`src/rtl/exec_controller.sv`:
```
// exec_controller: copies a program image from a source ROM into data memory,
// releases the CPU from reset, then watches the CPU's data-memory writes for a
// completion store at DONE_ADR. A watchdog bounds the number of RUN cycles.
module exec_controller #(
  parameter int          LOAD_WORDS = 256,
  parameter logic [31:0] DONE_ADR   = 32'h64,
  parameter int          MAX_CYCLES = 100000
) (
  input  logic        clk,
  input  logic        reset,
  input  logic        start,
  input  logic        MemWrite,
  input  logic [31:0] DataAdr,
  input  logic [31:0] WriteData,
  output logic [15:0] src_adr,
  input  logic [31:0] src_data,
  output logic        ld_we,
  output logic [31:0] ld_adr,
  output logic [31:0] ld_data,
  output logic        cpu_rst,
  output logic        done,
  output logic        timeout,
  output logic [31:0] result,
  output logic [31:0] cycles
);

  localparam logic [15:0] LAST_IDX  = 16'(LOAD_WORDS - 1);
  localparam logic [31:0] CYC_SAT   = 32'(MAX_CYCLES);
  localparam logic [31:0] CYC_LIMIT = 32'(MAX_CYCLES - 1);

  typedef enum logic [2:0] {
    IDLE    = 3'd0,
    LOAD    = 3'd1,
    RUN     = 3'd2,
    DONE    = 3'd3,
    TIMEOUT = 3'd4
  } state_t;

  state_t      state_q;
  logic        start_q;
  logic [15:0] idx_q;
  logic [31:0] cycles_q;
  logic [31:0] cycles_d;
  logic [31:0] result_q;
  logic        ld_we_q;
  logic        cpu_rst_q;
  logic        done_q;
  logic        timeout_q;

  logic        start_edge;
  logic        done_hit;

  assign start_edge = start & ~start_q;
  assign done_hit   = MemWrite && (DataAdr == DONE_ADR);

  // Saturating RUN-cycle count for the current edge.
  always_comb begin
    cycles_d = cycles_q;
    if (cycles_q != CYC_SAT) begin
      cycles_d = cycles_q + 32'd1;
    end
  end

  // Control FSM; all status outputs are registered alongside the state.
  always_ff @(posedge clk or posedge reset) begin
    if (reset) begin
      state_q   <= IDLE;
      start_q   <= 1'b0;
      idx_q     <= 16'd0;
      cycles_q  <= 32'd0;
      result_q  <= 32'd0;
      ld_we_q   <= 1'b0;
      cpu_rst_q <= 1'b1;
      done_q    <= 1'b0;
      timeout_q <= 1'b0;
    end else begin
      start_q <= start;
      case (state_q)
        // A start edge from any resting state begins a fresh load.
        IDLE, DONE, TIMEOUT: begin
          if (start_edge) begin
            state_q   <= LOAD;
            idx_q     <= 16'd0;
            cycles_q  <= 32'd0;
            result_q  <= 32'd0;
            ld_we_q   <= 1'b1;
            done_q    <= 1'b0;
            timeout_q <= 1'b0;
          end
        end
        LOAD: begin
          idx_q <= idx_q + 16'd1;
          if (idx_q == LAST_IDX) begin
            state_q   <= RUN;
            ld_we_q   <= 1'b0;
            cpu_rst_q <= 1'b0;
          end
        end
        // Completion is tested first so it wins over the watchdog on a tie.
        RUN: begin
          cycles_q <= cycles_d;
          if (done_hit) begin
            state_q   <= DONE;
            result_q  <= WriteData;
            done_q    <= 1'b1;
            cpu_rst_q <= 1'b1;
          end else if (cycles_d == CYC_LIMIT) begin
            state_q   <= TIMEOUT;
            timeout_q <= 1'b1;
            cpu_rst_q <= 1'b1;
          end
        end
        default: begin
          state_q   <= IDLE;
          ld_we_q   <= 1'b0;
          cpu_rst_q <= 1'b1;
          done_q    <= 1'b0;
          timeout_q <= 1'b0;
        end
      endcase
    end
  end

  // The ROM is combinational, so its data passes straight to the write port.
  assign src_adr = idx_q;
  assign ld_adr  = {14'd0, idx_q, 2'b00};
  assign ld_data = src_data;
  assign ld_we   = ld_we_q;
  assign cpu_rst = cpu_rst_q;
  assign done    = done_q;
  assign timeout = timeout_q;
  assign result  = result_q;
  assign cycles  = cycles_q;

endmodule
```
`config.mk`:
```
export PLATFORM = sky130hd
export DESIGN_NAME = exec_controller
export DESIGN_NICKNAME = d
export VERILOG_FILES = /design/src/rtl/exec_controller.sv
export SDC_FILE = /design/constraint.sdc
export NUM_CORES = 1
export LEC_CHECK = 0
export ABC_AREA = 1
export ABC_CLOCK_PERIOD_IN_PS = 2700
export BUFFER_PORTS_ARGS = -buffer_cell sky130_fd_sc_hd__buf_2
export CAP_MARGIN = 10
export CORE_AREA = 5 5 124 126
export DETAILED_ROUTE_END_ITERATION = 7
export DIE_AREA = 0 0 129 131
export PLACE_DENSITY = 0.68
export SLEW_MARGIN = 20
export SYNTH_ARGS = -nofsm -noshare
export SYNTH_HDL_FRONTEND = slang
export SYNTH_SLANG_ARGS = --single-unit
```
`constraint.sdc`:
```
create_clock -name clk -period 2.7 [get_ports clk]
set_input_delay 0.135 -clock clk [delete_from_list [all_inputs] [get_ports clk]]
set_output_delay 0.135 -clock clk [all_outputs]
set_load 0.02 [all_outputs]
```
; After elaboration in Yosys (flattened, before gate mapping)
; Index checks and enable logic that the tools add are counted.
[op_classes]
bitwise_logic = 5
mux = 23
add_sub_neg = 2
n_eq_ne = 14
reduce_logical = 13
[ops]
columns = cell, count
row1 = case mux 32 bit (2 select lines), 2
row2 = 2-to-1 mux 32 bit, 3
row3 = "adder 32 x 1 -> 32 bit, second input constant", 1
row4 = "== test 32 x 17 -> 1 bit, second input constant", 1
row5 = "== test 32 x 7 -> 1 bit, second input constant", 1
row6 = "inequality test 32 x 17 -> 1 bit, second input constant", 1
row7 = case mux 16 bit (2 select lines), 1
row8 = "adder 16 x 1 -> 16 bit, second input constant", 1
row9 = "== test 16 x 8 -> 1 bit, second input constant", 1
row10 = 2-to-1 mux 16 bit, 1
row11 = AND reduction 3 bit, 5
row12 = 2-to-1 mux 3 bit, 4
row13 = case mux 1 bit (3 select lines), 4
row14 = "inequality test 2 bit, second input constant", 5
row15 = case mux 3 bit (3 select lines), 1
row16 = 2-to-1 mux 1 bit, 7
row17 = "== test 3 x 2 -> 1 bit, second input constant", 2
row18 = NOT 1 bit, 4
row19 = AND reduction 2 bit, 2
row20 = AND reduction 4 bit, 1
row21 = nonzero test 2 bit, 2
row22 = "== test 3 x 1 -> 1 bit, second input constant", 1
row23 = "== test 3 bit, second input constant", 1
row24 = logical NOT 3 bit, 1
row25 = 4 further kinds, 4
[word_totals]
ff_bits = 88
inputBits = 100
word_cells = 66

; Logic depth before layout (Yosys ltp)
; Gate-level depths: netlist (run 1).
[depth]
depth_word = 6
mapped_depth = 17

; Worst setup path after synthesis (run 1)
; Ideal clock, no wire load.
[synth_timing]
path_type = register to register
startpoint = reg cycles_q[1] (netlist: cycles[1])
endpoint = reg state_q[0]
synth_period_minus_slack_ns = 2.121
arrival_ns = 1.991
stages_incl_launch_ff = 16
slack_ns = 0.579
t_required_ns = 2.570
path_cell_list = dfrtp_1 -> ha_1 -> nand2_1 -> nor2_1 -> nand2_1 -> nor2_4 -> nand2_1 -> xor2_1 -> nor2_1 -> nand2_1 -> nor2_2 -> nand3_2 -> nand2_2 -> nand3_2 -> nand2_1 -> nand2_1
[synth_between]
elab_chain_len = 5
word_cells_on_any_way = 6
[synth_lines]
columns = item, line
row1 = from (decl), 42  ; logic [31:0] cycles_q;
row2 = from (signal assigned), 101  ; cycles_q <= cycles_d;
row3 = adder 32 x 1 -> 32 bit / inequality test 32 x 17 -> 1 bit (equally long branches), "60, 59"
row4 = 2-to-1 mux 32 bit *, 59  ; if (cycles_q != CYC_SAT) begin
row5 = == test 32 x 17 -> 1 bit *, 107  ; end else if (cycles_d == CYC_LIMIT) begin
row6 = inequality test 3 bit (no line) *, n/a
row7 = AND reduction 3 bit (no line) *, n/a
row8 = to (signal assigned), 67  ; state_q <= IDLE;
row9 = to (signal assigned), 108  ; state_q <= TIMEOUT;
row10 = to (signal assigned), 114  ; state_q <= IDLE;
row11 = to (decl), 39  ; state_t state_q;
; Every way passes the cells marked *; elsewhere a longest branch is shown, timed or not.
; A chain may end at the register's enable or synchronous reset.

; Final worst setup path (run 1)
[layout_timing]
startpoint = reg cycles_q[1] (netlist: cycles[1])
endpoint = reg state_q[2]
; Same word-level chain as after synthesis.

==> results of run 1 <==
==> worst paths after layout <==
kind                       slack, ps                   from  cells after the start                      to
max                              270  cycles[1]$_DFFE_PP0P_                     15  state_q[2]$_DFFE_PP0P_
min                               10          WriteData[13]                      3  result[13]$_DFFE_PP0P_
max reg2reg                      270  cycles[1]$_DFFE_PP0P_                     15  state_q[2]$_DFFE_PP0P_
min reg2reg                      470    cpu_rst$_DFFE_PP1P_                      2     cpu_rst$_DFFE_PP1P_
max in group asynchronous       1530                  reset                      4     cpu_rst$_DFFE_PP1P_
min in group asynchronous        400                  reset                      3  result[29]$_DFFE_PP0P_
==> cell type report <==
| class | instances | area (µm²) | area share [%] |
|---|---|---|---|
| clock buffers | 9 | 225 | 3.40 |
| repair buffers | 189 | 1050 | 15.9 |
| well taps | 184 | 230 | 3.47 |
| clock inverters | 7 | 125 | 1.89 |
| inverters | 63 | 238 | 3.59 |
| multi-input cells | 556 | 2550 | 38.5 |
| flip-flops and latches | 88 | 2200 | 33.2 |
==> flip-flops by register name, summed over array words and instances (netlist names) <==
name	flops
cycles	32
result	32
timeout	1
src_adr	16
start_q	1
done	1
cpu_rst	1
state_q	3
ld_we	1
==> tightest hold or removal path: stages <==
cell and delay, ps:
buf_2 80, nand3_1 60, nand2_1 60
==> per-layer routing <==
layer / part of all wire [%] / global-route usage, % / up-vias
li1: - / - / 2649
met2: 48 / 30.1 / 213
met5: 0 / 0 / -
met3: 7.5 / 3.90 / 36
met1: 42 / 24.0 / 2484
met4: 2.3 / 6.98 / 0
==> power groups by stage <==
stage          combinational, mW  sequential (mW)  clock [mW]
6_report                    2.81             2.09        1.49
4_1_cts                     2.82             2.09        1.52
3_5_place_dp                2.81             2.09           0
2_1_floorplan               1.51             2.48           0
5_1_grt                     3.11             2.15        1.56
3_3_place_gp                2.79             2.09           0
==> cell usage after synthesis <==
| library cell | number | share of area [%] |
|---|---|---|
| nor3_1 | 5 | 0.46 |
| o22ai_1 | 11 | 1.3 |
| o21ai_0 | 31 | 2.8 |
| nor4_1 | 9 | 1.0 |
| a21oi_1 | 7 | 0.64 |
| nand2_4 | 1 | 0.21 |
| conb_1 | 1 | 0.068 |
| inv_1 | 63 | 4.3 |
| nand3b_1 | 2 | 0.27 |
| xor2_1 | 9 | 1.4 |
| o21ai_1 | 1 | 0.091 |
| a32oi_1 | 1 | 0.16 |
| xnor2_1 | 1 | 0.16 |
| a21boi_0 | 1 | 0.14 |
| nand4_1 | 10 | 1.1 |
| nand2_1 | 258 | 18 |
| nor2_2 | 9 | 1.0 |
| a22oi_1 | 2 | 0.27 |
| a22o_1 | 1 | 0.16 |
| nand3_1 | 60 | 5.5 |
| nor2_8 | 1 | 0.37 |
| a31oi_1 | 2 | 0.23 |
| and2_1 | 2 | 0.23 |
| nand2_2 | 6 | 0.69 |
| mux2i_1 | 2 | 0.37 |
| dfstp_2 | 1 | 0.48 |
| nand3_2 | 4 | 0.73 |
| o31ai_1 | 1 | 0.14 |
| buf_4 | 64 | 8.8 |
| dfrtp_1 | 87 | 40 |
| nor2_4 | 5 | 1.0 |
| ha_1 | 3 | 0.69 |
| clkbuf_1 | 18 | 1.2 |
| nor2_1 | 95 | 6.5 |
==> cell families after synthesis <==
logic type,count (synthesis),synth area share (%)
and+or+nand+nor,467,36.8
adders and majority gates,3,0.685
other,1,0.0684
buffers and inverters,145,14.3
muxes,2,0.365
AOI/OAI and AO/OA,58,5.91
xor gates and xnor gates,10,1.60
DFF,88,40.2
==> per-stage QoR <==
stage | std cells | total power [mW] | instance area, µm²
2_1_floorplan | 789 | 3.99 | 5540
3_3_place_gp | 1069 | 4.88 | 6170
3_5_place_dp | 1069 | 4.90 | 6170
4_1_cts | 1096 | 6.43 | 6630
5_1_grt | 1096 | 6.82 | 6630
6_report | 1096 | 6.38 | 6630
==> placed cells by master (no fill, tap or decap), types with 2 or more instances in the layout <==
cell type        n
mux2i_1          2
nor2_2           9
xor2_1           9
a21oi_1          7
inv_1           62
nor2_4           5
dlygate4sd3_1   11
and2_1           2
conb_1          16
nor3_1           4
o22ai_1         11
nand2_1        258
buf_2          167
bufinv_16        3
dfrtp_1         87
nand3b_1         2
nor2_1          95
buf_12           2
clkbuf_16        9
nand4_1         10
o21ai_0         31
a22oi_1          2
nand3_1         60
nor4_1           9
nand3_2          4
ha_1             3
a31oi_1          2
nand2_2          6
buf_4            9
inv_6            3
==> results by group, run 1 <==
Status
  • Status: finished clean

Power and ir drop
  • PD cells: 963 mW/mm²
  • Int Power: 3.50 mW
  • NetSw: 2.88 mW
  • Comb power frac: 44.0%
  • Share of power burned in registers: 32.8%
  • Sw Share: 45.2%
  • Leakage Power: 3.57 nW
  • IR drop worst, VDD: 0.452 mV
  • Clock power share: 23.3%

Setup path
  • CP max stage delay: 440 ps
  • Req. time, crit path: 2930 ps
  • Worst Path Max Fanout: 5
  • Buf/Inv on CP: 0
  • Crit path kind: reg2reg
  • CP Launch Type: flip-flop
  • CP most frequent cell: nand2_1
  • Crit-path leading delay family: simple AND/OR/NAND/NOR gates
  • Data arrival, critical path: 2670 ps
  • CP Capture Type: flip-flop
  • Crit-path cells: ha_1 > nand2_1 > nor2_1 > nand2_1 > nor2_4 > nand2_1 > xor2_1 > nor2_1 > nand2_1 > nor2_2 > nand3_2 > nand2_2 > nand3_2 > nand2_1 > nand2_1
  • Slowest cell on crit path: dfrtp_1

STA
  • Setup violators final: 0
  • F_max: 411 MHz
  • Unrepaired setup endpoints after global routing: false
  • Final clock skew: 8.76 ps
  • Final period utilization: 90.2%
  • Hold Violations, Final: 0
  • Relative slew slack: 59.2%
  • WHS: 9.61 ps
  • Final Critical Period: 2430 ps
  • Fin. max-slew vios: 0
  • Setup TNS: 0 ps
  • Worst Tran Pin Value: 612 ps
  • Post-route setup slack: 266 ps

Logic synthesis
  • Yosys cell types: 34
  • Yosys warnings: 0
  • Register bit total from synthesis: 88
  • Syn avg cell area: 7.08 µm²
  • Post-synthesis sequential area ratio: 40.2%
  • Cells after Synth: 774
  • Post-synthesis cell area: 0.00548 mm²

CTS
  • Post-CTS sizing: 0
  • Hold buffers post-CTS: 11
  • Clock Sink Count: 88
  • Clk_lat worst skew: 350 ps
  • # Post-CTS Setup Buffers: 0
  • Longest Clk Path Bufs: 2
  • Root Driver: clkbuf_16
  • CTS tree: built
  • Clock slew at reported path FFs: 70 ps
  • H-tree depth: 3
  • CTS Buf Count: 9

Floorplanning
  • # rows: 44
  • I/O pin cnt: 248
  • Die area: 0.0169 mm²
  • Die X: 129 µm
  • Die height: 131 µm
  • Core area: 0.0142 mm²
  • Initial core utilization: 38.6%

Routing
  • Vias per std cell: 4.91
  • Post-route ant nets: 0
  • Routed WL: 15.9 mm
  • Avg WL per Cell: 14.5 µm
  • DRC viols: 0
  • Drt first pass iters: 5
  • Drt initial violations: 422
  • Via count: 5382

Min path
  • HP Class: in2reg

Global routing
  • Largest net degree at the start of global routing: 56
  • Antenna violations before repair: 0
  • First-pass GRT wire length: 24.9 mm
  • GRT Residual Overflow: 0
  • Vias in the first global route: 5099
  • Gr usage total: 18.4%

Place
  • Detailed placement HPWL: 11.9 mm
  • Setup Slack @ Placement: 288 ps
  • GPL Wtd Cong: 0.943
  • PortBufs: 167

Cells and area
  • Fillers: 1463
  • Antenna diode count: 0
  • Share of post-route cells with drive strength above 1: 24.5%
  • Nets@finish: 1010
  • Area grow syn2layout: 21.0%
  • Fin util: 46.7%

Job
  • Max_cap viols: 0
Power figures use the tool's default switching activity.
==> inputs of run 2 (changes only) <==
--- a/config.mk
+++ b/config.mk
@@ -9,10 +9,11 @@
 export ABC_CLOCK_PERIOD_IN_PS = 2700
 export BUFFER_PORTS_ARGS = -buffer_cell sky130_fd_sc_hd__buf_2
 export CAP_MARGIN = 10
-export CORE_AREA = 5 5 124 126
+export CORE_AREA = 5 5 113 115
 export DETAILED_ROUTE_END_ITERATION = 7
-export DIE_AREA = 0 0 129 131
-export PLACE_DENSITY = 0.68
+export DIE_AREA = 0 0 118 120
+export PLACE_DENSITY = 0.81
+export REMOVE_ABC_BUFFERS = 1
 export SLEW_MARGIN = 20
 export SYNTH_ARGS = -nofsm -noshare
 export SYNTH_HDL_FRONTEND = slang
==> run 2 against run 1 <==
Against the previous run:
- maximum frequency up 4.1%
- largest cell class unchanged
- critical path type unchanged
- flip-flop and latch count unchanged
- die area down 16%
==> results by group, run 2 (synthesis results as in run 1) <==
Routing
  • Drt first pass iters: 5 (unchanged)
  • Routed WL: 17.0 mm (+7.4%)
  • Vias per std cell: 5.16 (+5.2%)
  • Post-route ant nets: 0 (unchanged)
  • DRC viols: 0 (unchanged)
  • Via count: 5449 (+1.2%)
  • Avg WL per Cell: 16.1 µm (+12%)
  • Drt initial violations: 438 (+3.8%)

CTS
  • Longest Clk Path Bufs: 2 (unchanged)
  • H-tree depth: 3 (unchanged)
  • Clk_lat worst skew: 350 ps (about the same)
  • CTS tree: built
  • Clock slew at reported path FFs: 70 ps (about the same)
  • # Post-CTS Setup Buffers: 0 (unchanged)
  • Clock Sink Count: 88 (unchanged)
  • Root Driver: clkbuf_16
  • CTS Buf Count: 9 (unchanged)

Setup path
  • Req. time, crit path: 2940 ps (about the same)
  • CP Launch Type: flip-flop
  • Worst Path Max Fanout: 5 (unchanged)
  • Crit path kind: reg2reg
  • Data arrival, critical path: 2580 ps (-90 ps)
  • CP Capture Type: flip-flop

Place
  • Detailed placement HPWL: 13.1 mm (+10%)
  • PortBufs: 167 (unchanged)
  • GPL Wtd Cong: 0.930 (-1.4%)
  • DP Area: 0.00612 mm² (-0.75%)
  • Setup Slack @ Placement: 373 ps (+85.2 ps)
  • Post-placement cell count: 1032 (-3.5%)

Power and ir drop
  • Leakage Power: 3.55 nW (-0.51%)
  • Share of power burned in registers: 33.0% (+0.2 points)
  • PD cells: 960 mW/mm² (-0.29%)
  • Comb power frac: 44.7% (+0.7 points)
  • NetSw: 2.83 mW (-1.9%)
  • Clock power share: 22.4% (-0.9 points)
  • Sw Share: 45.1% (-0.084 points)
  • Final Power: 6.27 mW (-1.8%)
  • Int Power: 3.44 mW (-1.6%)
  • IR drop worst, VDD: 0.441 mV (-2.5%)

Floorplanning
  • Core area: 0.0117 mm² (-18%)
  • Die area: 0.0142 mm² (-16%)
  • Die X: 118 µm (-8.5%)
  • I/O pin cnt: 248 (unchanged)
  • Initial core utilization: 46.8% (+8.2 points)
  • Die height: 120 µm (-8.4%)
  • # rows: 40 (-9.1%)

Global routing
  • Antenna violations before repair: 0 (unchanged)
  • GRT Residual Overflow: 0 (unchanged)
  • Vias in the first global route: 5401 (+5.9%)
  • First-pass GRT wire length: 27.1 mm (+8.7%)
  • Gr usage total: 23.7% (+5.3 points)
  • Largest net degree at the start of global routing: 89 (+59%)

Cells and area
  • Share of post-route cells with drive strength above 1: 24.6% (+0.11 points)
  • Cell Count, Final, Fillers Out: 1055 (-3.7%)
  • Most frequent cells in the layout: 258 x nand2_1, 167 x buf_2, 95 x nor2_1, 87 x dfrtp_1, 62 x inv_1
  • Area grow syn2layout: 19.2%
  • Final Instance Area: 0.00653 mm² (-1.5%)
  • Fin util: 55.8% (+9.1 points)
  • Most common cell after layout, fill and taps aside: nand2_1
  • Nets@finish: 1006 (-0.40%)
  • Antenna diode count: 0 (unchanged)

STA
  • Setup violators final: 0 (unchanged)
  • Hold Violations, Final: 0 (unchanged)
  • Final Critical Period: 2340 ps (-95.2 ps)
  • Final clock skew: 7.79 ps (-0.975 ps)
  • Relative slew slack: 59.3% (+0.17 points)
  • Setup TNS: 0 ps (unchanged)
  • WHS: 6.86 ps (-2.75 ps)
  • F_max: 427 MHz (+4.1%)
  • Fin. max-slew vios: 0 (unchanged)
  • Unrepaired setup endpoints after global routing: false
  • Final period utilization: 86.6% (-3.5 points)
  • Post-route setup slack: 361 ps (+95.2 ps)
  • Worst Tran Pin Value: 610 ps (-2.54 ps)

Status
  • Status: finished clean

Job
  • Max_cap viols: 0 (unchanged)

Min path
  • HP Class: in2reg
==> run 2: final cells by class <==
type,instances,area [µm²]
fillers,1121,5180
clock inverters,5,86.3
clock buffers,11,253
inverters,63,238
flip-flops and latches,88,2200
multi-input cells,556,2550
repair buffers,185,1010
well taps,147,184
==> run 2: worst max-delay path, cell delays in order, from the launching register on <==
cell and delay [ps]:
dfrtp_1 420, ha_1 230, nand3_1 220, nor2_1 310, xor2_1 220, nand3_1 100, nor2_1 110, nand2_1 70
nor2_2 110, nand3_2 110, nand2_2 110, nand3_2 90, nand2_1 70, nand2_1 50
==> run 2: power by group through the flow <==
stage / logic (mW) / clock network (mW) / registers [mW]
after floorplan: 1.29 / 0 / 2.51
after global placement: 2.76 / 0 / 2.06
after detailed placement: 2.79 / 0 / 2.07
after CTS: 2.80 / 1.42 / 2.06
after global routing: 3.10 / 1.49 / 2.12
final: 2.80 / 1.40 / 2.07
==> run 2: path summary, 6_finish.rpt <==
kind	endpoint	cells after the start	slack, ps	from
worst max-delay path	state_q[2]$_DFFE_PP0P_	13	360	cycles[1]$_DFFE_PP0P_
worst min-delay path	result[20]$_DFFE_PP0P_	3	7	WriteData[20]
worst max register to register	state_q[2]$_DFFE_PP0P_	13	360	cycles[1]$_DFFE_PP0P_
worst min register to register	result[22]$_DFFE_PP0P_	2	470	result[22]$_DFFE_PP0P_
max in group asynchronous	cycles[12]$_DFFE_PP0P_	4	1920	reset
min in group asynchronous	result[17]$_DFFE_PP0P_	4	410	reset
==> run 2: routing by layer <==
metal | wire (µm) | global-route usage (%) | vias up
met2 | 7730 | 37.1 | 286
met1 | 7120 | 30.5 | 2496
met3 | 1880 | 9.71 | 34
met4 | 237 | 5.73 | 2
met5 | 61 | 3.31 | -
li1 | - | - | 2631
==> run 2: what timing repair did <==
| item | CTS | global route |
|---|---|---|
| hold buffers | 7 | 0 |
| gates resized for setup | 0 | 0 |
| endpoints found under the hold margin | 93 | 0 |
==> inputs of run 3 (changes only) <==
--- a/config.mk
+++ b/config.mk
@@ -5,14 +5,14 @@
 export SDC_FILE = /design/constraint.sdc
 export NUM_CORES = 1
 export LEC_CHECK = 0
-export ABC_AREA = 1
+export ABC_AREA = 0
 export ABC_CLOCK_PERIOD_IN_PS = 2700
 export BUFFER_PORTS_ARGS = -buffer_cell sky130_fd_sc_hd__buf_2
 export CAP_MARGIN = 10
-export CORE_AREA = 5 5 113 115
+export CORE_AREA = 5 5 112 114
 export DETAILED_ROUTE_END_ITERATION = 7
-export DIE_AREA = 0 0 118 120
-export PLACE_DENSITY = 0.81
+export DIE_AREA = 0 0 117 119
+export PLACE_DENSITY = 0.8
 export REMOVE_ABC_BUFFERS = 1
 export SLEW_MARGIN = 20
 export SYNTH_ARGS = -nofsm -noshare
==> run 3 against run 2 <==
Against the previous run:
- the run now ends with negative setup slack left
- final cell count is 14% lower
- die area is 1.7% lower
- register-to-register slack worse by 500 ps
- flip-flop and latch count stayed put
- hold slack better by 8.3 ps
- maximum frequency is 18% lower
- critical path type unchanged
- clock power is 16% lower
- utilization is 4.8 points higher
- clock skew is 1.2 ps lower
==> results by group, run 3 <==
Status
  • Status: complete, but fails checks
  • Failing checks: negative setup slack

Logic synthesis
  • Post-synthesis simple-gate area fraction: 22.2% (-15 points)
  • Post-synthesis sequential area ratio: 41.9% (+1.7 points)
  • Top cells by area, synth: dfrtp_1 41%, buf_4 9.4%, a22o_1 5.7%
  • Post-synthesis mux area share: 1.38% (+1.0 points)
  • Synth Area in Adders: 0.715% (+0.030 points)
  • Largest family of logic cells by synthesized area: simple AND/OR/NAND/NOR gates
  • Register bit total from synthesis: 88 (unchanged)
  • Most frequent cell after synthesis: dfrtp_1
  • Yosys cell types: 62 (+82%)
  • Post-synth top area cell: dfrtp_1
  • Post-synthesis async set-or-reset flop share: 100% (unchanged)
  • Yosys warnings: 0 (unchanged)
  • Post-synth top cells: 87 x dfrtp_1, 66 x buf_4, 55 x o21ai_0, 45 x nand2_1, 40 x nor2_1
  • XOR/XNOR Fraction of Synth Area: 1.83% (+0.24 points)
  • Post-synthesis compound-gate area fraction: 19.4% (+13 points)
  • Cells after Synth: 574 (-26%)
  • Top_reg_cell synth: dfrtp_1
  • EDFF count, synth: 0 (unchanged)
  • Syn avg cell area: 9.15 µm² (+29%)
  • Post-synthesis cell area: 0.00525 mm² (-4.1%)
  • Area share of the largest cell type after synthesis: 41.4% (+1.7 points)

Routing
  • Drt initial violations: 473 (+8.0%)
  • Avg WL per Cell: 19.5 µm (+21%)
  • Drt first pass iters: 7 (+2)
  • Via count: 5260 (-3.5%)
  • Post-route ant nets: 0 (unchanged)
  • Routed WL: 17.7 mm (+4.1%)
  • DRC viols: 0 (unchanged)
  • Vias per std cell: 5.78 (+12%)

Setup path
  • Req. time, crit path: 2920 ps (-20 ps)
  • Worst Path Max Fanout: 4 (-1)
  • Worst reg-to-reg setup slack: -140 ps (-500 ps)
  • Data arrival, critical path: 3050 ps (+470 ps)
  • Worst r2r src: cycles[0]$_DFFE_PP0P_
  • CP Capture Type: flip-flop
  • R2R cell count: 10 (-3)
  • Crit path kind: reg2reg
  • Critical R2R Capture: state_q[1]$_DFFE_PP0P_
  • CP Launch Type: flip-flop

Cells and area
  • Most frequent cells in the layout: 167 x buf_2, 86 x buf_4, 85 x dfrtp_1, 55 x o21ai_0, 44 x nand2_1
  • Most common cell after layout, fill and taps aside: buf_2
  • Nets@finish: 865 (-14%)
  • Antenna diode count: 0 (unchanged)
  • Area grow syn2layout: 30.4%
  • Share of post-route cells with drive strength above 1: 40.8% (+16 points)
  • Final Instance Area: 0.00685 mm² (+4.9%)

CTS
  • CTS Buf Count: 9 (unchanged)
  • CTS tree: built
  • Longest Clk Path Bufs: 2 (unchanged)
  • Root Driver: clkbuf_16
  • Clock slew at reported path FFs: 70 ps (about the same)
  • Clk_lat worst skew: 340 ps (about the same)
  • H-tree depth: 3 (unchanged)
  • Clock Sink Count: 88 (unchanged)

Power and ir drop
  • PD cells: 633 mW/mm² (-34%)
  • Leakage Power: 3.49 nW (-1.7%)
  • IR drop worst, VDD: 0.341 mV (-23%)
  • Final Power: 4.33 mW (-31%)

STA
  • Relative slew slack: 43.2% (-16 points)
  • WHS: 15.2 ps (+8.30 ps)
  • Final period utilization: 105% (+18 points)
  • Worst Tran Pin Value: 851 ps (+241 ps)
  • Unrepaired setup endpoints after global routing: true
  • Setup violators final: 4 (+4)
  • Fin. max-slew vios: 0 (unchanged)
  • Final clock skew: 6.58 ps (-1.21 ps)
  • F_max: 352 MHz (-18%)
  • Post-route setup slack: -138 ps (-498 ps)
  • Hold Violations, Final: 0 (unchanged)
  • Final Critical Period: 2840 ps (+498 ps)

Global routing
  • Antenna violations before repair: 0 (unchanged)
  • GRT Residual Overflow: 0 (unchanged)
  • Gr usage total: 24.1% (+0.40 points)
  • Largest net degree at the start of global routing: 48 (-46%)
  • First-pass GRT wire length: 26.4 mm (-2.7%)
  • Vias in the first global route: 5070 (-6.1%)

Place
  • Setup Slack @ Placement: -118 ps (-492 ps)
  • DP Area: 0.00632 mm² (+3.2%)
  • PortBufs: 167 (unchanged)
  • Detailed placement HPWL: 12.8 mm (-2.0%)
  • GPL Wtd Cong: 0.942 (+1.3%)

Floorplanning
  • Die height: 119 µm (-0.83%)
  • Core area: 0.0113 mm² (-3.3%)
  • Die area: 0.0139 mm² (-1.7%)
  • Die X: 117 µm (-0.85%)
  • I/O pin cnt: 248 (unchanged)
  • Initial core utilization: 46.4% (-0.39 points)
  • # rows: 39 (-2.5%)

Min path
  • Hold path start: WriteData[25]
  • HP Class: in2reg
  • Destination of the worst hold path: result[25]$_DFFE_PP0P_
  • Hold Path Depth: 2 (-1)

Job
  • Max_cap viols: 0 (unchanged)
-- run 3: logic make-up after synthesis --
family	after synthesis
AOI/OAI and AO/OA	150
xor gates and xnor gates	11
other	1
adders and majority gates	3
and+or+nand+nor	208
muxes	7
buffers and inverters	106
DFF	88
-- run 3: timing repair --
action | in CTS | in global routing
gates resized for setup | 23 | 9
endpoints found under the hold margin | 45 | 0
endpoints found under the setup margin | 4 | 4
setup buffers | 8 | 3
hold buffers | 2 | 0
pin swaps | 14 | 10
-- run 3: power by group --
| part | total, mW | switching, mW | leakage, nW | internal [mW] |
|---|---|---|---|---|
| Sequential | 1.54 | 0.132 | 1.21 | 1.41 |
| Combinational | 1.61 | 1.01 | 2.16 | 0.600 |
| Clock | 1.18 | 0.552 | 0.128 | 0.630 |
| Total | 4.33 | 1.70 | 3.49 | 2.64 |
-- run 3: final cells by class --
class	instances	area [µm²]
clock buffer	9	225
clock inverter	7	53.8
multi-input combinational	395	2600
inverter	9	37.5
tap	143	179
timing repair buffer	259	1550
sequential	88	2210
fill	960	4470
-- run 3: critical path, stage by stage, from the launching register on --
cell and delay, ps:
dfrtp_2 430, nand2_2 100, buf_6 130, nor4_4 380
nand4_1 220, a2111o_1 490, a2111oi_4 330, nand4_2 170
buf_4 180, o21ai_0 180, a21oi_1 100
-- run 3: worst max-delay path by stage --
stage                          startpoint                      to  slack (ps)  cells after the start
CTS                 cycles[0]$_DFFE_PP0P_  state_q[0]$_DFFE_PP0P_           1                     12
global route        cycles[0]$_DFFE_PP0P_  state_q[1]$_DFFE_PP0P_        -270                     10
floorplan           cycles[2]$_DFFE_PP0P_  state_q[0]$_DFFE_PP0P_        -420                      8
finish              cycles[0]$_DFFE_PP0P_  state_q[1]$_DFFE_PP0P_        -140                     10
global placement    cycles[0]$_DFFE_PP0P_  state_q[0]$_DFFE_PP0P_         -50                      9
detailed placement  cycles[0]$_DFFE_PP0P_  state_q[0]$_DFFE_PP0P_        -120                      9
-- run 3: per-layer routing --
layer / up-vias / routed length (µm) / track usage (%)
met3: 35 / 1820 / 8.82
met5: - / 70 / 3.70
met1: 2548 / 7380 / 31.9
met2: 272 / 8120 / 37.0
li1: 2403 / - / -
met4: 2 / 338 / 6.59
-- run 3: per-stage QoR --
stage	instances	utilization, %	setup TNS (ps)
5_1_grt	910	60.5	-892
2_1_floorplan	492	-	-6410
6_report	910	60.5	-421
4_1_cts	907	59.8	0
3_3_place_gp	882	55.8	-62.1
3_5_place_dp	882	55.8	-277
